### src/rtl/tracking_ctrl.sv
// tracking_ctrl: frame sequencer for the green-object tracker (clock_50 domain).
//
// Aligns the pixel stream to frame boundaries and feeds whole frames into the
// tracker FIFO, optionally keeping only one frame in every DECIM. After each
// frame it collects the tracker's bounding-box result, counts missed frames and
// publishes the latest box, or a lost-target marker, over a valid/ready
// handshake. On a framing error it holds the tracker in reset and re-aligns.
//
// Optional feature macro: TRACK_CTRL_SMOOTH_EN. When defined, the box centre is
// averaged with the previously published centre on every hit except the first
// hit after reset or after a loss.
//
// Ports:
//   clock_50, reset        clock; asynchronous active-low reset
//   enable                 run request, acted on from IDLE
//   pix_valid/sof/data     upstream pixel stream; pix_ready = beat taken
//   trk_wr_en/trk_din      tracker FIFO write; trk_full = FIFO full
//   trk_rst_n              tracker reset, active-low
//   res_valid, res_*       tracker result strobe and box
//   out_valid/out_ready    published box handshake
//   out_cx/cy/w/h          published box; out_lost = target lost (box is 0)
//   sync_err               one-cycle pulse on a framing error
module tracking_ctrl #(
  parameter int unsigned WIDTH       = 640,
  parameter int unsigned HEIGHT      = 480,
  parameter int unsigned DECIM       = 1,
  parameter int unsigned RES_TIMEOUT = 1024,
  parameter int unsigned LOST_FRAMES = 4
) (
  input  logic        clock_50,
  input  logic        reset,
  input  logic        enable,
  input  logic        pix_valid,
  input  logic        pix_sof,
  input  logic [23:0] pix_data,
  output logic        pix_ready,
  output logic        trk_wr_en,
  output logic [23:0] trk_din,
  input  logic        trk_full,
  output logic        trk_rst_n,
  input  logic        res_valid,
  input  logic [11:0] res_cx,
  input  logic [11:0] res_cy,
  input  logic [11:0] res_w,
  input  logic [11:0] res_h,
  output logic        out_valid,
  input  logic        out_ready,
  output logic [11:0] out_cx,
  output logic [11:0] out_cy,
  output logic [11:0] out_w,
  output logic [11:0] out_h,
  output logic        out_lost,
  output logic        sync_err
);

  localparam logic [2:0] StIdle    = 3'd0;
  localparam logic [2:0] StSync    = 3'd1;
  localparam logic [2:0] StPass    = 3'd2;
  localparam logic [2:0] StWaitRes = 3'd3;
  localparam logic [2:0] StSkip    = 3'd4;
  localparam logic [2:0] StResync  = 3'd5;

  localparam logic [18:0] LastPix  = 19'(WIDTH * HEIGHT - 1);
  localparam logic [15:0] LastTmo  = 16'(RES_TIMEOUT - 1);
  localparam logic [3:0]  SkipLast = 4'((DECIM > 1) ? (DECIM - 2) : 0);
  localparam logic [3:0]  LostLvl  = 4'(LOST_FRAMES);
  localparam bit          UseSkip  = (DECIM > 1);

  logic [2:0]  state_q, state_d;
  logic        alive_q;
  logic [18:0] pix_cnt_q, pix_cnt_d;
  logic [15:0] tmo_cnt_q, tmo_cnt_d;
  logic [3:0]  miss_cnt_q, miss_cnt_d;
  logic [3:0]  skip_cnt_q, skip_cnt_d;
  logic [1:0]  rsy_cnt_q, rsy_cnt_d;
  logic        trk_rst_q, trk_rst_d;
  logic        sync_err_q, sync_err_d;
  logic        out_valid_q, out_valid_d;
  logic [11:0] out_cx_q, out_cx_d;
  logic [11:0] out_cy_q, out_cy_d;
  logic [11:0] out_w_q, out_w_d;
  logic [11:0] out_h_q, out_h_d;
  logic        out_lost_q, out_lost_d;

  logic        hit, miss, pub_lost;
  logic [3:0]  miss_inc;
  logic [2:0]  home_st;

`ifdef TRACK_CTRL_SMOOTH_EN
  logic        have_prev_q, have_prev_d;
  logic [12:0] sum_cx, sum_cy;
`endif

  // Pixel side. alive_q keeps pix_ready low until the first clock after reset.
  always_comb begin
    pix_ready = 1'b0;
    if (alive_q) begin
      case (state_q)
        StPass:  pix_ready = ~trk_full;
        // The aligning sof beat is held so PASS can consume it next cycle.
        StSync:  pix_ready = ~(pix_valid & pix_sof);
        default: pix_ready = 1'b1;
      endcase
    end
  end

  assign trk_wr_en = (state_q == StPass) & pix_valid & ~trk_full;
  assign trk_din   = pix_data;

  // Where a finished state goes: SYNC normally, IDLE once enable has dropped.
  assign home_st  = enable ? StSync : StIdle;
  assign miss_inc = (miss_cnt_q == 4'hF) ? miss_cnt_q : miss_cnt_q + 4'd1;

  always_comb begin
    state_d    = state_q;
    pix_cnt_d  = pix_cnt_q;
    tmo_cnt_d  = tmo_cnt_q;
    skip_cnt_d = skip_cnt_q;
    rsy_cnt_d  = rsy_cnt_q;
    trk_rst_d  = 1'b1;
    sync_err_d = 1'b0;
    hit        = 1'b0;
    miss       = 1'b0;
    case (state_q)
      StIdle: begin
        if (enable) state_d = StSync;
      end
      StSync: begin
        if (!enable) begin
          state_d = StIdle;
        end else if (pix_valid && pix_sof) begin
          state_d   = StPass;
          pix_cnt_d = '0;
        end
      end
      StPass: begin
        if (pix_valid && !trk_full) begin
          if (pix_sof && (pix_cnt_q != '0)) begin
            state_d    = StResync;
            pix_cnt_d  = '0;
            rsy_cnt_d  = '0;
            trk_rst_d  = 1'b0;
            sync_err_d = 1'b1;
          end else if (pix_cnt_q == LastPix) begin
            state_d   = StWaitRes;
            pix_cnt_d = '0;
            tmo_cnt_d = '0;
          end else begin
            pix_cnt_d = pix_cnt_q + 19'd1;
          end
        end
      end
      StWaitRes: begin
        tmo_cnt_d = tmo_cnt_q + 16'd1;
        // A result on the timeout cycle still counts as a hit.
        if (res_valid) begin
          hit = 1'b1;
        end else if (tmo_cnt_q == LastTmo) begin
          miss = 1'b1;
        end
        if (hit || miss) begin
          tmo_cnt_d  = '0;
          skip_cnt_d = '0;
          state_d    = UseSkip ? StSkip : home_st;
        end
      end
      StSkip: begin
        if (pix_valid && pix_sof) begin
          if (skip_cnt_q == SkipLast) begin
            skip_cnt_d = '0;
            state_d    = home_st;
          end else begin
            skip_cnt_d = skip_cnt_q + 4'd1;
          end
        end
      end
      StResync: begin
        // Tracker stays in reset for all four RESYNC cycles.
        if (rsy_cnt_q == 2'd3) begin
          state_d = home_st;
        end else begin
          rsy_cnt_d = rsy_cnt_q + 2'd1;
          trk_rst_d = 1'b0;
        end
      end
      default: state_d = StIdle;
    endcase
  end

  // Miss tracking and the published box.
  always_comb begin
    miss_cnt_d  = miss_cnt_q;
    pub_lost    = 1'b0;
    out_valid_d = out_valid_q & ~out_ready;
    out_cx_d    = out_cx_q;
    out_cy_d    = out_cy_q;
    out_w_d     = out_w_q;
    out_h_d     = out_h_q;
    out_lost_d  = out_lost_q;
`ifdef TRACK_CTRL_SMOOTH_EN
    have_prev_d = have_prev_q;
    sum_cx      = {1'b0, out_cx_q} + {1'b0, res_cx};
    sum_cy      = {1'b0, out_cy_q} + {1'b0, res_cy};
`endif
    if (miss) begin
      miss_cnt_d = miss_inc;
      // out_lost_q marks an episode already reported.
      pub_lost   = (miss_inc >= LostLvl) && !out_lost_q;
    end
    if (hit) begin
      miss_cnt_d  = '0;
      out_valid_d = 1'b1;
      out_cx_d    = res_cx;
      out_cy_d    = res_cy;
      out_w_d     = res_w;
      out_h_d     = res_h;
      out_lost_d  = 1'b0;
`ifdef TRACK_CTRL_SMOOTH_EN
      // out_cx_q/out_cy_q hold the previous published centre.
      if (have_prev_q) begin
        out_cx_d = sum_cx[12:1];
        out_cy_d = sum_cy[12:1];
      end
      have_prev_d = 1'b1;
`endif
    end
    if (pub_lost) begin
      out_valid_d = 1'b1;
      out_cx_d    = '0;
      out_cy_d    = '0;
      out_w_d     = '0;
      out_h_d     = '0;
      out_lost_d  = 1'b1;
`ifdef TRACK_CTRL_SMOOTH_EN
      have_prev_d = 1'b0;
`endif
    end
  end

  always_ff @(posedge clock_50 or negedge reset) begin
    if (!reset) begin
      state_q     <= StIdle;
      alive_q     <= 1'b0;
      pix_cnt_q   <= '0;
      tmo_cnt_q   <= '0;
      miss_cnt_q  <= '0;
      skip_cnt_q  <= '0;
      rsy_cnt_q   <= '0;
      trk_rst_q   <= 1'b0;
      sync_err_q  <= 1'b0;
      out_valid_q <= 1'b0;
      out_cx_q    <= '0;
      out_cy_q    <= '0;
      out_w_q     <= '0;
      out_h_q     <= '0;
      out_lost_q  <= 1'b0;
    end else begin
      state_q     <= state_d;
      alive_q     <= 1'b1;
      pix_cnt_q   <= pix_cnt_d;
      tmo_cnt_q   <= tmo_cnt_d;
      miss_cnt_q  <= miss_cnt_d;
      skip_cnt_q  <= skip_cnt_d;
      rsy_cnt_q   <= rsy_cnt_d;
      trk_rst_q   <= trk_rst_d;
      sync_err_q  <= sync_err_d;
      out_valid_q <= out_valid_d;
      out_cx_q    <= out_cx_d;
      out_cy_q    <= out_cy_d;
      out_w_q     <= out_w_d;
      out_h_q     <= out_h_d;
      out_lost_q  <= out_lost_d;
    end
  end

`ifdef TRACK_CTRL_SMOOTH_EN
  always_ff @(posedge clock_50 or negedge reset) begin
    if (!reset) have_prev_q <= 1'b0;
    else        have_prev_q <= have_prev_d;
  end
`endif

  assign trk_rst_n = trk_rst_q;
  assign sync_err  = sync_err_q;
  assign out_valid = out_valid_q;
  assign out_cx    = out_cx_q;
  assign out_cy    = out_cy_q;
  assign out_w     = out_w_q;
  assign out_h     = out_h_q;
  assign out_lost  = out_lost_q;

endmodule
### config.mk
export PLATFORM = sky130hd
export DESIGN_NAME = tracking_ctrl
export DESIGN_NICKNAME = d
export VERILOG_FILES = /design/src/rtl/tracking_ctrl.sv
export SDC_FILE = /design/constraint.sdc
export NUM_CORES = 1
export LEC_CHECK = 0
export CAP_MARGIN = 20
export CORE_MARGIN = 2
export CORE_UTILIZATION = 42
export CTS_CLUSTER_DIAMETER = 120
export CTS_CLUSTER_SIZE = 20
export DETAILED_ROUTE_END_ITERATION = 7
export PLACE_DENSITY_LB_ADDON = 0.15
export SYNTH_ARGS = -nofsm -noshare
export SYNTH_HDL_FRONTEND = slang
export SYNTH_SLANG_ARGS = --single-unit
### constraint.sdc
create_clock -name clock_50 -period 2.11 [get_ports clock_50]
set_clock_uncertainty 0.2 [all_clocks]
set_input_delay 0.211 -clock clock_50 [delete_from_list [all_inputs] [get_ports clock_50]]
set_output_delay 0.211 -clock clock_50 [all_outputs]
set_load 0.005 [all_outputs]
==> results.py, run 1 <==
metrics = {
    "status": {
        "status": "finished, violations left",
        "violations": "negative setup slack",
    },
    "timing": {
        "hold_slack_ns": 0.166,
        "worst_slew_pin_slew_ns": 0.533,
        "fin_crit_sh": 1.07,
        "finalMaxSlewViolations": 0,
        "setup_tns_ns": -6.08,
        "relSlewSlack": 0.645,
        "fmax_mhz": 442,
        "fin_crit_ns": 2.26,
        "finalSetupViolCount": 70,
        "setup_slack_ns": -0.152,
        "hold_viol": 0,
        "rsz0062_at_grt": "yes",
    },
    "route": {
        "drc": 0,
        "avgRoutedWirePerCell_um": 15.5,
        "drt-initial-drc-count": 360,
        "firstDrtPassIters": 5,
        "vias_per_cell": 5.26,
        "wl_um": 13500,
        "vias": 4589,
        "final_antenna_net_count": 0,
    },
    "final_layout": {
        "final_common_cell": "nand2_1",
        "n_antenna_cell": 0,
        "fillers": 942,
        "area_growth_pct": 48.8,
        "nets": 811,
        "drive_gt1_frac": 0.248,
        "stdcell_count": 872,
        "mostFrequentLayoutCells": "nand2_1, clkdlybuf4s50_1, dfrtp_1",
    },
    "run": {
        "drv_cap": 0,
    },
    "cts": {
        "cts.sinks": 101,
        "htreeDepth": 3,
        "cts_tree": "yes",
        "cts_buffer_depth": 2,
        "clock-root-buffer": "clkbuf_16",
        "clock_latency_ns": 0.35,
        "path_clk_slew_ns": 0.07,
        "cts_made_buffers": 9,
    },
    "power": {
        "pwr_density_cell_nw_per_um2": 1040,
        "power_leakage_uw": 0.00328,
        "p_sw_uw": 2510,
        "combPwrFrac": 0.421,
        "clkPwrFrac": 0.213,
        "seqPwrFrac": 0.366,
        "swShare": 0.321,
        "vdd_ir_drop_max_mv": 0.770,
        "p_int_uw": 5300,
    },
    "synth": {
        "synth_cells": 569,
        "synth.distinct_cells": 54,
        "netlist_area_um2": 5030,
        "synthFlopType": "dfrtp_1",
        "synth_nets": 656,
        "ys_warn_count": 0,
        "synth-seq-area-share": 0.503,
        "synth-edff-count": 0,
        "synth-seq-cells": 101,
        "async_reset_ff_frac": 1.00,
        "syn_area_per_cell_um2": 8.83,
    },
    "worst_setup_path": {
        "worstSetupEndpointType": "flop",
        "slowest_delay_ns": 0.55,
        "arrival_ns": 2.34,
        "crit_chain": "or4_4, nor4_4, buf_4, a211o_4, o2111ai_4, or3_1, nand3_1",
        "reg2reg_to": "state_q[1]",
        "r2r_setup_slack_ns": -0.15,
        "required_ns": 2.19,
        "cpLargestDelayFamily": "simple AND/OR/NAND/NOR gates",
        "worstSetupPathType": "reg -> reg",
        "r2r_start": "tmo_cnt_q[13]",
        "start_kind": "flop",
        "cp_slowest_cell": "or4_4",
        "ff2ff_path_depth": 7,
        "critPathMaxFanout": 3,
        "critical_path_buf_inv_count": 1,
    },
    "place": {
        "portBuffers": 109,
        "place_hpwl_um": 9060,
        "gp_congestion": 0.827,
        "dpl_worst_slack_ns": -0.342,
        "place_inst": 840,
    },
    "floorplan": {
        "row_count": 39,
        "num_io_pins": 158,
        "fp.dieH_um": 113,
        "dieArea_um2": 12900,
        "start_util": 0.435,
        "fp.dieW_um": 113,
        "coreArea_um2": 11600,
    },
    "global_route": {
        "grt_use_total": 0.209,
        "grt_overflow": 0,
        "antenna_found_initial": 0,
        "grt_pass1_vias": 4527,
        "grt_max_degree": 50,
        "grt_pass1_wl_um": 21800,
    },
    "worst_hold_path": {
        "holdCritPathClass": "in -> async",
    },
}
-- kinds of logic (layout without fill, tap and decap cells) --
family                     after synthesis  after routing  share of synthesized area
AOI/OAI and AO/OA                      121            121                      0.142
xor gates and xnor gates                14             14                     0.0244
adders and majority gates                7              7                     0.0174
buffers and inverters                   65            225                     0.0680
DFF                                    101            101                      0.503
muxes                                    4              4                    0.00846
other                                    1              1                   0.000746
and+or+nand+nor                        256            256                      0.236
-- worst max path at each step --
stage | from | to | slack, ns | cells after the start
6_report | tmo_cnt_q[13] | state_q[1] | -0.15 | 7
2_1_floorplan | tmo_cnt_q[13] | state_q[1] | -0.07 | 6
5_1_grt | tmo_cnt_q[13] | miss_cnt_q[1] | -0.23 | 6
4_1_cts | tmo_cnt_q[13] | out_w[0] | -0.16 | 7
3_3_place_gp | trk_full | pix_cnt_q[7] | -0.32 | 8
3_5_place_dp | trk_full | pix_cnt_q[11] | -0.34 | 8
-- power groups by stage --
stage	clock network (uW)	registers [uW]	logic, uW
global route	1780	2940	3620
finish	1660	2860	3290
detailed placement	0	2890	2820
global placement	0	2860	2760
floorplan	0	2900	1270
CTS	1700	2850	3020
-- through the flow --
stage	total power (uW)	utilization	cell area [um2]
2_1_floorplan	4160	-	5050
3_3_place_gp	5610	0.571	6600
3_5_place_dp	5700	0.571	6600
4_1_cts	7570	0.614	7110
5_1_grt	8340	0.647	7480
6_report	7810	0.647	7480
-- cells in the mapped netlist (2+ instances only) --
| cell | instances | area, um2 |
|---|---|---|
| nand2_1 | 133 | 499 |
| dfrtp_1 | 101 | 2530 |
| a21oi_1 | 55 | 275 |
| nor2_1 | 36 | 135 |
| o21ai_0 | 33 | 165 |
| buf_4 | 24 | 180 |
| nand3_1 | 24 | 120 |
| clkbuf_1 | 22 | 82.6 |
| inv_1 | 13 | 48.8 |
| xnor2_1 | 10 | 87.6 |
| nor3_1 | 9 | 45.0 |
| ha_1 | 7 | 87.6 |
| nand2b_1 | 7 | 43.8 |
| nand4_1 | 7 | 43.8 |
| o31ai_1 | 7 | 52.6 |
| a31oi_1 | 6 | 37.5 |
| and3_1 | 6 | 37.5 |
| buf_2 | 6 | 30.0 |
| nor2b_1 | 6 | 37.5 |
| and2_1 | 4 | 25.0 |
| nor4_1 | 4 | 25.0 |
| xor2_1 | 4 | 35.0 |
| and4_1 | 3 | 26.3 |
| a211o_1 | 2 | 17.5 |
| a211oi_1 | 2 | 15.0 |
| a21o_1 | 2 | 15.0 |
| mux2_2 | 2 | 22.5 |
| mux2i_1 | 2 | 20.0 |
| nand4b_1 | 2 | 17.5 |
| nor3b_1 | 2 | 15.0 |
| o21ai_1 | 2 | 10.0 |
| o22ai_1 | 2 | 12.5 |
| or2_2 | 2 | 12.5 |
| or3_1 | 2 | 12.5 |
-- layout make-up --
type | count | area, um2 | share of cell area
Multi-Input combinational cell | 403 | 2540 | 0.340
Sequential cell | 101 | 2530 | 0.338
Timing Repair Buffer | 196 | 1890 | 0.253
Clock buffer | 12 | 246 | 0.0329
Tap cell | 143 | 179 | 0.0239
Inverter | 13 | 48.8 | 0.00652
Clock inverter | 4 | 47.5 | 0.00636
-- layer usage --
metal / routed length, um / track usage / part of all wire
met5: 0 / 0 / 0
met4: 216 / 0.0837 / 0.016
met3: 717 / 0.0340 / 0.053
met2: 6600 / 0.339 / 0.49
met1: 5960 / 0.282 / 0.44
-- sequential cells by signal, summed over array words and instances (netlist names), 2 cells and up --
register and count:
out_h 12, skip_cnt_q 4, miss_cnt_q 4, pix_cnt_q 19, out_cx 12, out_w 12, state_q 3, rsy_cnt_q 2
tmo_cnt_q 16, out_cy 12
-- repair_timing --
item                                    4_1_cts  5_1_grt
hold buffers                                  1        0
hold endpoints to repair                     34        0
pin swaps                                    10       20
endpoints found under the setup margin       93       90
gates cloned                                  1        3
resized for setup                            48       84
setup buffers                                 8        4
Note: power is estimated with default switching activity, not from simulation.
==> run 2, diff against run 1 <==
CORE_UTILIZATION = 44   (was 42)
CTS_BUF_LIST = sky130_fd_sc_hd__clkbuf_8   (was not set)
==> run 2 against run 1 <==
The run still ends with negative setup slack left. Cell count fell by 0.69%. Fmax fell by 5.5%. Flip-flop and latch count unchanged.
==> results.py, run 2 (synthesis gave the netlist of run 1 again) <==
metrics = {
    "status": {
        "status": "finished, violations left",
        "violations": "negative setup slack",
    },
    "timing": {
        "finalSetupViolCount": 71,
        "setup_tns_ns": -15.11,
        "finalMaxSlewViolations": 0,
        "hold_viol": 0,
        "fmax_mhz": 418,
        "fin_crit_ns": 2.39,
        "rsz0062_at_grt": "yes",
        "fin_crit_sh": 1.13,
        "relSlewSlack": 0.650,
        "worst_slew_pin_slew_ns": 0.524,
        "setup_slack_ns": -0.283,
    },
    "cts": {
        "htreeDepth": 3,
        "path_clk_slew_ns": 0.10,
        "clock_latency_ns": 0.37,
        "cts_buffer_depth": 2,
        "clock-root-buffer": "clkbuf_8",
        "cts_made_buffers": 9,
        "cts.sinks": 101,
        "cts_tree": "yes",
    },
    "final_layout": {
        "regMostFlops": "pix_cnt_q",
        "drive_gt1_frac": 0.250,
        "final_common_cell": "nand2_1",
        "finalCoreUtilization": 0.657,
        "fin_area_um2": 7410,
        "top_regs": "pix_cnt_q x19, tmo_cnt_q x16",
        "mostFrequentLayoutCells": "nand2_1, clkdlybuf4s50_1, dfrtp_1",
        "largest_reg_flops": 19,
        "area_growth_pct": 47.4,
        "fillers": 925,
        "nets": 805,
        "stdcell_count": 866,
        "n_antenna_cell": 0,
    },
    "route": {
        "final_antenna_net_count": 0,
        "drt-initial-drc-count": 260,
        "firstDrtPassIters": 4,
        "wl_um": 13800,
        "vias": 4662,
        "avgRoutedWirePerCell_um": 16.0,
        "vias_per_cell": 5.38,
        "drc": 0,
    },
    "worst_setup_path": {
        "worstSetupEndpointType": "flop",
        "r2r_start": "tmo_cnt_q[11]",
        "r2r_setup_slack_ns": -0.28,
        "reg2reg_to": "out_w[10]",
        "required_ns": 2.17,
        "critPathMaxFanout": 6,
        "cp_slowest_cell": "or4_4",
        "start_kind": "flop",
        "arrival_ns": 2.46,
        "slowest_delay_ns": 0.53,
        "ff2ff_path_depth": 7,
        "crit_path_start": "tmo_cnt_q[11]",
        "critical_path_buf_inv_count": 2,
        "cpLargestDelayFamily": "simple AND/OR/NAND/NOR gates",
        "worstSetupPathType": "reg -> reg",
        "crit_chain": "or4_4, nor4_4, nand3_2, a2111oi_4, buf_6, clkbuf_16, a21oi_1",
    },
    "global_route": {
        "grt_overflow": 0,
        "grt_pass1_wl_um": 21300,
        "grt_max_degree": 53,
        "grt_pass1_vias": 4499,
        "antenna_found_initial": 0,
        "grt_use_total": 0.207,
    },
    "floorplan": {
        "row_count": 39,
        "num_io_pins": 158,
        "fp.dieH_um": 111,
        "start_util": 0.446,
        "fp.dieW_um": 111,
        "coreArea_um2": 11300,
        "dieArea_um2": 12300,
    },
    "power": {
        "power_uw": 7460,
        "power_leakage_uw": 0.00324,
        "pwr_density_cell_nw_per_um2": 1010,
        "vdd_ir_drop_max_mv": 0.537,
    },
    "place": {
        "place_hpwl_um": 8600,
        "dpl-instance-area_um2": 6510,
        "portBuffers": 109,
        "gp_congestion": 0.841,
        "place_inst": 826,
    },
    "run": {
        "drv_cap": 0,
    },
    "worst_hold_path": {
        "holdCritPathClass": "in -> async",
    },
}
==> run 2: cell count changes in the layout (fill, tap and decap cells not counted), sizes merged <==
| cell | before | now |
|---|---|---|
| clkinvlp | 1 | 0 |
| inv | 13 | 16 |
| buf | 86 | 77 |
| clkbuf | 13 | 14 |
==> run 2: metrics by stage <==
step / hold WS (ns) / setup slack (ns)
6_report: 0.125 / -0.283
5_1_grt: 0.141 / -0.351
4_1_cts: 0.114 / -0.210
3_5_place_dp: -0.0141 / -0.364
3_3_place_gp: -0.0191 / -0.281
2_1_floorplan: -0.285 / -0.0671
==> run 2: area by class of cell <==
type	instances	area [um2]	area share
inverters	13	48.8	0.00659
clock inverters	6	71.3	0.00963
well taps	143	179	0.0242
multi-input cells	403	2560	0.346
flip-flops and latches	101	2530	0.341
repair buffers	190	1880	0.254
clock buffers	10	138	0.0186
==> run 2: power breakdown <==
part | switching [uW] | internal, uW
clock | 699 | 594
sequential | 376 | 2500
combinational | 1430 | 1860
total | 2510 | 4950
==> run 2: worst max path at each step <==
stage,end,slack (ns),cells past startpoint
after floorplan,state_q[1],-0.07,6
after global placement,pix_cnt_q[9],-0.28,8
after detailed placement,pix_cnt_q[11],-0.36,8
after CTS,out_cy[1],-0.21,6
after global routing,out_lost,-0.35,7
final,out_w[10],-0.28,7
==> run 2: metal layers <==
layer / up-vias / global-route usage / wire (um) / part of all wire
li1: 2211 / - / - / -
met1: 2286 / 0.274 / 6100 / 0.44
met2: 143 / 0.343 / 6820 / 0.49
met3: 22 / 0.0361 / 666 / 0.048
met4: 0 / 0.0775 / 235 / 0.017
met5: - / 0 / 0 / 0
==> run 2: repair_timing <==
item / in CTS / in global routing
gates cloned: 0 / 5
hold buffers: 1 / 0
gates resized for setup: 48 / 87
setup endpoints to repair: 97 / 99
pin swaps: 14 / 21
hold endpoints to repair: 101 / 0
buffers inserted: 8 / 14
==> run 3, diff against run 2 <==
MAX_ROUTING_LAYER = met4   (was not set)
SLEW_MARGIN = 20   (was not set)
==> run 3 against run 2 <==
The flow still finishes with violations (negative setup slack). Die area unchanged. Non-clock buffer count unchanged. Routed wire length rose by 0.43%. First-iteration DRC count increased by 9.6%. Clock power barely moved. Count of clock-buffer cells in the layout stayed put. Hold slack worse by 0.0025 ns. Global-route usage increased by 0.61 points. Flip-flop and latch count did not move. Largest power group unchanged.
==> results.py, run 3 (synthesis gave the netlist of run 1 again) <==
metrics = {
    "floorplan": {
        "start_util": 0.446,
        "num_io_pins": 158,
        "fp.dieW_um": 111,
        "dieArea_um2": 12300,
        "coreArea_um2": 11300,
        "fp.dieH_um": 111,
        "row_count": 39,
    },
    "final_layout": {
        "final_common_cell": "nand2_1",
        "top_regs": "pix_cnt_q x19, tmo_cnt_q x16",
        "drive_gt1_frac": 0.252,
        "n_antenna_cell": 0,
        "nets": 805,
        "largest_reg_flops": 19,
        "regMostFlops": "pix_cnt_q",
        "stdcell_count": 866,
        "area_growth_pct": 47.4,
        "mostFrequentLayoutCells": "nand2_1, clkdlybuf4s50_1, dfrtp_1",
    },
    "route": {
        "vias_per_cell": 5.37,
        "wl_um": 13900,
        "drt-initial-drc-count": 285,
        "final_antenna_net_count": 0,
        "vias": 4654,
        "firstDrtPassIters": 4,
        "avgRoutedWirePerCell_um": 16.0,
        "drc": 0,
    },
    "worst_hold_path": {
        "holdCritPathClass": "in -> async",
    },
    "global_route": {
        "grt_pass1_vias": 4501,
        "grt_pass1_wl_um": 21300,
        "grt_overflow": 0,
        "antenna_found_initial": 0,
        "grt_use_total": 0.213,
        "grt_max_degree": 53,
    },
    "worst_setup_path": {
        "crit_chain": "or4_4, nor4_4, nand3_2, a2111oi_4, buf_6, clkbuf_16, a21oi_1",
        "start_kind": "flop",
        "critical_path_buf_inv_count": 2,
        "worstSetupPathType": "reg -> reg",
        "required_ns": 2.17,
        "arrival_ns": 2.44,
        "cp_slowest_cell": "or4_4",
        "critPathMaxFanout": 6,
        "cpLargestDelayFamily": "simple AND/OR/NAND/NOR gates",
        "slowest_delay_ns": 0.53,
        "worstSetupEndpointType": "flop",
    },
    "place": {
        "place_inst": 826,
        "place_hpwl_um": 8600,
        "portBuffers": 109,
        "gp_congestion": 0.854,
    },
    "cts": {
        "cts_tree": "yes",
        "path_clk_slew_ns": 0.10,
        "cts_buffer_depth": 2,
        "clock-root-buffer": "clkbuf_8",
        "cts.sinks": 101,
        "clock_latency_ns": 0.37,
        "cts_made_buffers": 9,
        "htreeDepth": 3,
    },
    "power": {
        "pwr_density_cell_nw_per_um2": 1010,
        "power_leakage_uw": 0.00324,
        "vdd_ir_drop_max_mv": 0.539,
        "power_uw": 7470,
    },
    "run": {
        "drv_cap": 0,
    },
    "timing": {
        "setup_slack_ns": -0.269,
        "finalMaxSlewViolations": 0,
        "fmax_mhz": 420,
        "fin_crit_sh": 1.13,
        "finalSetupViolCount": 71,
        "hold_viol": 0,
        "relSlewSlack": 0.644,
        "worst_slew_pin_slew_ns": 0.534,
        "fin_crit_ns": 2.38,
        "rsz0062_at_grt": "yes",
    },
    "status": {
        "status": "finished, violations left",
        "violations": "negative setup slack",
    },
}
## run 3: cell counts in the layout (fill, tap and decap cells not counted)
Identical to the previous run, type by type.
## run 3: per-stage QoR
step / instance area (um2) / utilization / worst slack [ns] / TNS (ns) / hold WS (ns)
4_1_cts: 6910 / 0.613 / -0.210 / -11.25 / 0.114
6_report: 7410 / 0.657 / -0.269 / -14.26 / 0.122
5_1_grt: 7410 / 0.657 / -0.351 / -21.13 / 0.141
3_5_place_dp: 6510 / 0.578 / -0.364 / -16.65 / -0.0141
2_1_floorplan: 5050 / - / -0.0671 / -3.33 / -0.285
3_3_place_gp: 6510 / 0.578 / -0.281 / -14.37 / -0.0191
## run 3: final timing paths
check                                    from      endpoint  slack [ns]  cells after the start
worst max-delay path            tmo_cnt_q[11]     out_cx[5]       -0.27                      7
worst min-delay path                    reset      out_w[3]        0.12                      2
worst max register to register  tmo_cnt_q[11]     out_cx[5]       -0.27                      7
worst min register to register      out_valid     out_valid        0.30                      1
max in group asynchronous               reset  pix_cnt_q[0]        1.00                      3
min in group clock_50              res_cy[10]    out_cy[10]        0.17                      3
## run 3: layer usage
layer  GRT usage  part of all wire  up-vias
met5           -                 0        -
met4      0.0775             0.017        0
met3      0.0355             0.046       22
met2       0.342              0.49      129
met1       0.276              0.44     2287
li1            -                 -     2216
## run 3: final cells by class
type / count / area [um2]
clock buffers: 10 / 138
clock inverters: 6 / 71.3
fillers: 925 / 3860
inverters: 13 / 48.8
multi-input cells: 403 / 2560
flip-flops and latches: 101 / 2530
well taps: 143 / 179
repair buffers: 190 / 1880
## run 3: report_power, final
group / switching, uW / internal (uW) / leakage [uW]
Clock: 698 / 594 / 0.000110
Sequential: 377 / 2500 / 0.00132
Combinational: 1440 / 1860 / 0.00181
## run 3: timing repair
| action | in CTS | in global routing |
|---|---|---|
| pin swaps | 14 | 21 |
| setup endpoints to repair | 97 | 99 |
| resized for setup | 48 | 88 |
| gates cloned | 0 | 5 |
| setup buffers | 8 | 14 |
| hold buffers | 1 | 0 |
| hold endpoints to repair | 101 | 0 |
